`src/rtl/pcileech_tlps128_tx_arbiter.sv`:
```
// pcileech_tlps128_tx_arbiter
// Packet-atomic arbiter sharing one 128-bit PCIe TX TLP sink between
// NUM_SRC sources (config completions on source 0, BAR completions,
// host-injected TLPs). One source is picked per packet, round-robin, with an
// optional fixed priority for source 0. The grant is held until tlast. The
// output beat is registered.
//
// Ports:
//   clk_pcie, rst          : PCIe user clock, async active-high reset
//   src_tdata/tkeep/tlast/tvalid/tready : per-source AXI-Stream slaves;
//                            source i occupies slice i of each packed bus
//   snk_tdata/tkeep/tlast/tvalid/tready : registered AXI-Stream master
//   grant_id               : current (or last) granted source
//   busy                   : high while a packet grant is held
//   pkt_cnt                : packets forwarded to the sink (wrapping)
//   stall_err              : sticky, mid-packet sink stall reached STALL_LIMIT
module pcileech_tlps128_tx_arbiter #(
    parameter int          NUM_SRC     = 4,
    parameter int          PRIO_SRC0   = 1,
    parameter logic [15:0] STALL_LIMIT = 16'd4096
) (
    input  logic                         clk_pcie,
    input  logic                         rst,
    input  logic [NUM_SRC*128-1:0]       src_tdata,
    input  logic [NUM_SRC*4-1:0]         src_tkeep,
    input  logic [NUM_SRC-1:0]           src_tlast,
    input  logic [NUM_SRC-1:0]           src_tvalid,
    output logic [NUM_SRC-1:0]           src_tready,
    output logic [127:0]                 snk_tdata,
    output logic [3:0]                   snk_tkeep,
    output logic                         snk_tlast,
    output logic                         snk_tvalid,
    input  logic                         snk_tready,
    output logic [$clog2(NUM_SRC)-1:0]   grant_id,
    output logic                         busy,
    output logic [15:0]                  pkt_cnt,
    output logic                         stall_err
);
    localparam int GW = $clog2(NUM_SRC);

    typedef enum logic {IDLE, GRANT} state_t;

    state_t         state, state_nxt;
    logic [GW-1:0]  last_grant;
    logic [GW-1:0]  pick;
    logic           pick_vld;
    logic           out_ready;
    logic           beat_acc;
    logic           sel_valid;
    logic           sel_last;
    logic [127:0]   sel_data;
    logic [3:0]     sel_keep;
    logic [15:0]    stall_cnt, stall_nxt;
    logic           stall_cyc;

    // The output register can take a new beat when empty or draining.
    assign out_ready = ~snk_tvalid | snk_tready;
    assign busy      = (state == GRANT);
    assign beat_acc  = busy & sel_valid & out_ready;
    assign stall_cyc = busy & snk_tvalid & ~snk_tready;

    // Round-robin pick: first valid source after last_grant, wrapping.
    // Source 0 overrides the rotation when fixed priority is enabled.
    always_comb begin
        pick     = '0;
        pick_vld = 1'b0;
        for (int k = 1; k <= NUM_SRC; k++) begin
            for (int i = 0; i < NUM_SRC; i++) begin
                if (!pick_vld && src_tvalid[i] &&
                    (i == (int'(last_grant) + k) % NUM_SRC)) begin
                    pick     = GW'(i);
                    pick_vld = 1'b1;
                end
            end
        end
        if ((PRIO_SRC0 != 0) && src_tvalid[0]) begin
            pick = '0;
        end
    end

    // Mux of the granted source; ready goes only to the granted source.
    always_comb begin
        sel_valid  = 1'b0;
        sel_last   = 1'b0;
        sel_data   = '0;
        sel_keep   = '0;
        src_tready = '0;
        for (int i = 0; i < NUM_SRC; i++) begin
            if (grant_id == GW'(i)) begin
                sel_valid     = src_tvalid[i];
                sel_last      = src_tlast[i];
                sel_data      = src_tdata[i*128 +: 128];
                sel_keep      = src_tkeep[i*4 +: 4];
                src_tready[i] = busy & out_ready;
            end
        end
    end

    always_comb begin
        state_nxt = state;
        case (state)
            IDLE:    if (pick_vld) state_nxt = GRANT;
            GRANT:   if (beat_acc && sel_last) state_nxt = IDLE;
            default: state_nxt = IDLE;
        endcase
    end

    // Stall counter only runs while a packet is held and the sink refuses it.
    always_comb begin
        stall_nxt = stall_cnt;
        if (!busy || (snk_tvalid && snk_tready)) begin
            stall_nxt = '0;
        end else if (stall_cyc && stall_cnt != STALL_LIMIT) begin
            stall_nxt = stall_cnt + 16'd1;
        end
    end

    always_ff @(posedge clk_pcie or posedge rst) begin
        if (rst) begin
            state      <= IDLE;
            grant_id   <= '0;
            last_grant <= GW'(NUM_SRC - 1);
            snk_tdata  <= '0;
            snk_tkeep  <= '0;
            snk_tlast  <= 1'b0;
            snk_tvalid <= 1'b0;
            pkt_cnt    <= '0;
            stall_cnt  <= '0;
            stall_err  <= 1'b0;
        end else begin
            state     <= state_nxt;
            stall_cnt <= stall_nxt;
            if (state == IDLE && pick_vld) begin
                grant_id <= pick;
            end
            if (beat_acc && sel_last) begin
                last_grant <= grant_id;
            end
            if (beat_acc) begin
                snk_tdata  <= sel_data;
                snk_tkeep  <= sel_keep;
                snk_tlast  <= sel_last;
                snk_tvalid <= 1'b1;
            end else if (snk_tready) begin
                snk_tvalid <= 1'b0;
            end
            if (snk_tvalid && snk_tready && snk_tlast) begin
                pkt_cnt <= pkt_cnt + 16'd1;
            end
            if (stall_cyc && stall_nxt == STALL_LIMIT) begin
                stall_err <= 1'b1;
            end
        end
    end
endmodule

```
`config.mk`:
```
export PLATFORM = sky130hd
export DESIGN_NAME = pcileech_tlps128_tx_arbiter
export DESIGN_NICKNAME = d
export VERILOG_FILES = /design/src/rtl/pcileech_tlps128_tx_arbiter.sv
export SDC_FILE = /design/constraint.sdc
export NUM_CORES = 1
export LEC_CHECK = 0
export BUFFER_PORTS_ARGS = -buffer_cell sky130_fd_sc_hd__buf_2
export CORE_AREA = 5 5 270 272
export CTS_CLUSTER_DIAMETER = 40
export DETAILED_ROUTE_END_ITERATION = 8
export DIE_AREA = 0 0 275 277
export PLACE_DENSITY = 0.38
export REMOVE_ABC_BUFFERS = 1
export SLEW_MARGIN = 0
export SYNTH_ARGS = -nofsm -noshare
export SYNTH_HDL_FRONTEND = slang
export SYNTH_SLANG_ARGS = --single-unit
```
`constraint.sdc`:
```
create_clock -name clk_pcie -period 12.6 [get_ports clk_pcie]
set_input_delay 1.26 -clock clk_pcie [delete_from_list [all_inputs] [get_ports clk_pcie]]
set_output_delay 1.26 -clock clk_pcie [all_outputs]
set_load 0.01 [all_outputs]
```
## Word-level counts from Yosys, hierarchy flattened

Cells that the tools add are included.

- Muxes and demuxes: 59
- Add/sub/neg operators: 6
- Equal/unequal tests: 17
- Reduce and logical (&&, ||, !) cells: 64
- Bitwise logic cells: 13

Operators by type and width:

| kind | number |
|---|---|
| $mux 128 | 4 |
| $logic_not 32->1 | 4 |
| $logic_and 1x1->1 | 37 |
| $mux 1 | 33 |
| $add 16x1->16 const B | 2 |
| $mux 16 | 2 |
| $mux 2 | 15 |
| $eq 3x3->1 const A | 8 |
| $eq 16x13->1 const B | 1 |
| $logic_not 1->1 | 16 |
| $mux 4 | 4 |
| $ne 16x13->1 const B | 1 |
| $eq 2x3->1 const A | 4 |
| $reduce_or 2->1 | 4 |
| $and 1x1->1 | 5 |
| $add 2x1->2 const B | 2 |
| $add 2x2->2 const B | 2 |
| $and 1x1->1 const A | 4 |
| $eq 2x2->1 const B | 2 |
| $not 1->1 | 3 |
| $eq 2x1->1 const B | 1 |
| $logic_not 2->1 | 1 |
| $pmux 1 s2 | 1 |
| $reduce_bool 2->1 | 1 |
| 2 further kinds | 2 |

- Bits in registers: 172
- Bits of input ports: 539
- Output and inout port bits: 158
- Word-level logic and storage cells: 169

## Longest topological paths before layout

- Depth in word-level cells: 68
- Gate-level depth with buffers: 8

## Worst setup path after synthesis

OpenSTA, ideal clock, no wires.

- Kind: input -> output
- From: input snk_tready
- To: output src_tready[1]
- Buffers on the path: 0
- Slack: 9.527 ns
- Data required time: 11.340 ns
- Arrival time: 1.813 ns
- Cell stages on the path: 3
- Cell sequence: or2b_1 nand2_1 nor3b_1

- Cells in the longest elaborated chain, start to end: 3

Ends and longest elaborated chain:

| element | line | RTL |
|---|---|---|
| start: declaration | 33 | `input logic snk_tready,` |
| $or 1x1->1 | 57 | `assign out_ready = ~snk_tvalid \| snk_tready;` |
| $and 1x1->1 | 94 | `src_tready[i] = busy & out_ready;` |
| $mux 1 | 89 | `if (grant_id == GW'(i)) begin` |
| end: declaration | 28 | `output logic [NUM_SRC-1:0] src_tready,` |

No other way between the ends.

## Worst setup path in the final report

- From: register grant_id[0]
- To: output grant_id[0]

RTL lines:

| element | line | RTL |
|---|---|---|
| start: declaration | 34 | `output logic [$clog2(NUM_SRC)-1:0] grant_id,` |
| start signal: assignment | 134 | `grant_id <= pick;` |

No word-level cell between the ends.

==> results.md <==
- Register bit count reported by yosys: 172
- DR vias: 8985
- FF-to-FF Start: grant_id[0]
- Status: finished clean
- WP data required: 11.34 ns
- Clk_lat worst skew: 0.48 ns
- Register area share after synthesis: 0.423
- CP endpoint kind: output pin
- Mux share of post-synthesis cell area: 0.449
- Max frequency: 297 MHz
- Hold Vio Cnt, Final: 0
- Async set or reset register ratio after synthesis: 1.00
- Crit path max fanout: 37
- Synthesized area: 0.0102 mm2
- Max Clock Skew: 0.0248 ns
- DRT antenna net count: 0
- Pin count of the biggest net entering global routing: 64
- CTS sink cnt: 172
- Synth cell types: 46
- Commonest non-fill, non-tap cells in the layout: buf_2 (696), dfrtp_1 (168), mux4_2 (134)
- Commonest non-fill, non-tap cell in the layout: buf_2
- Vias in the first global route: 10200
- Dominant cell type by area after synthesis: dfrtp_1
- Fin nets: 1880
- Slew Limit Fails: 0
- Core area: 0.0705 mm2
- Crit path from: grant_id[0]
- Number of port buffers: 696
- Post-DP Area: 0.0147 mm2
- Hold path startpoint: pkt_cnt[15]
- Initial antenna violation count: 33
- Die extent in x: 275 um
- Postcts setup bufs: 0
- I/O Pins: 697
- Wire per inst: 20.8 um
- RSZ-0062 raised after global routing: false
- Top post-synthesis cells by area: dfrtp_1 (42%), mux4_2 (30%), mux2_2 (14%)
- Proportion of netlist area held by the largest area contributor: 0.417
- H-tree level count: 4
- Routed wire length: 48200 um
- Clock transition at path regs: 0.07 ns
- Clk root buf: clkbuf_16
- Pleak: 6.89 nW
- Reg-to-reg slack, setup: 9.37 ns
- Initial DRC count: 269
- Prevailing post-synth register cell: dfrtp_1
- Total GRT Usage: 0.124
- Largest family of logic cells by synthesized area: multiplexers
- Gate Count Post-Synth: 666
- First drt pass iteration count: 4
- Simple-gate share of the synthesized area: 0.0570
- Slew @ Worst Pin: 0.909 ns
- Worst Setup Start Kind: flip-flop
- CTS tree: done
- Cell area after layout: 0.0154 mm2
- Area grow syn2layout: 50.7%
- PwrDens: 208 mW/mm2
- Die area: 0.0762 mm2
- Vias per cell: 3.87
- CTS Buf Count: 17
- Post-Synth XOR/XNOR Area: 0.0258
- Final-report setup violation count: 0
- Crit path kind: flip-flop to output pin
- Post-CTS Hold Buffers: 0
- FP Rows: 98
- EDFF count, synth: 0
- Number of remaining DRC errors: 0
- Fraction of layout cells with a size suffix above 1: 0.752
- First-pass GRT wire length: 69500 um
- Syn Area/Cell: 15.3 um2
- WP data arrival: 2.10 ns
- Post-CTS resize count: 0
- Peak supply drop: 0.0951 mV
- Max cap viols: 0
- Synth Area in Compound Gates: 0.0130
- Synthesis Warnings: 0
- GRT overflow: 0
- Adder and majority gate portion of the synthesized area: 0.00467
- Hold WC Path Type: flip-flop to flip-flop
- Clock tree buffer depth: 2
- Detailed placement HPWL: 40400 um
- Setup TNS Final: 0 ns
- Gp weighted congestion: 0.852
- Die height: 277 um
- Final min period: 3.36 ns
- Slew headroom: 0.394
- Post-route clock period utilization: 0.267
- Starting Density: 0.145
## Yosys cell counts, drive strengths merged (3+ instances only)
library cell	number
a21oi	5
ha	3
clkbuf	20
nand3	10
mux4	134
inv	8
dfrtp	170
nand4	10
o21ai	8
mux2	135
nand2	25
nor3	10
xnor2	22
xor2	8
mux2i	3
nor2	25
buf	33
nor4	8
## report_power, final
group / internal, mW / switching, mW
clock network: 0.320 / 0.250
registers: 0.805 / 0.164
logic: 0.881 / 0.782
## worst max-delay path, stage by stage (launching register included)
cell	delay, ns
dfrtp_4	0.88
buf_4	0.50
buf_2	0.23
## logic make-up (layout without fill, tap and decap cells)
family	count (synthesis)	after routing
buffers and inverters	61	746
DFF	172	172
xor gates and xnor gates	30	30
other	0	20
adders and majority gates	4	4
and+or+nand+nor	106	106
muxes	272	272
AOI/OAI and AO/OA	21	21
## worst paths after layout
check,end,cells past startpoint
worst max-delay path,grant_id[0],2
worst min register to register,pkt_cnt[15],1
max in group asynchronous,grant_id[1],3
worst min-delay path,pkt_cnt[15],1
min in group asynchronous,snk_tdata[44],2
worst max register to register,snk_tdata[98],4
## layout make-up
| cell class | count | area [um2] |
|---|---|---|
| inverters | 8 | 37.5 |
| clock inverters | 12 | 160 |
| well taps | 950 | 1190 |
| diodes | 20 | 50.0 |
| clock buffers | 20 | 447 |
| repair buffers | 706 | 3560 |
| flip-flops and latches | 172 | 4310 |
| fillers | 7662 | 55100 |
| multi-input cells | 433 | 5600 |
## state kept, by name (all words and copies together) (netlist names)
| name | count |
|---|---|
| snk_tdata | 128 |
| pkt_cnt | 16 |
| stall_cnt | 16 |
| snk_tkeep | 4 |
| grant_id | 2 |
| last_grant | 2 |
| busy | 1 |
| snk_tlast | 1 |
| snk_tvalid | 1 |
| stall_err | 1 |
## metrics by stage
step           instances  worst slack, ns  hold WS (ns)  total power [mW]  utilization
5_1_grt             2311             8.95         0.513              3.44        0.217
4_1_cts             2301             9.03         0.496              3.30        0.217
3_3_place_gp        2269             9.11         0.469              2.67        0.209
6_report            2321             9.24         0.477              3.20        0.218
3_5_place_dp        2269             9.07         0.472              2.69        0.209
2_1_floorplan        613             3.47         0.503              2.18            -
## metal layers
metal	global-route usage	vias to the layer above	wire [um]
met1	0.139	4516	18100
met4	0.0440	10	1130
met5	0	-	68
li1	-	3990	-
met3	0.0499	61	4080
met2	0.214	408	24800
No activity file was read; power rests on OpenSTA's default activity.
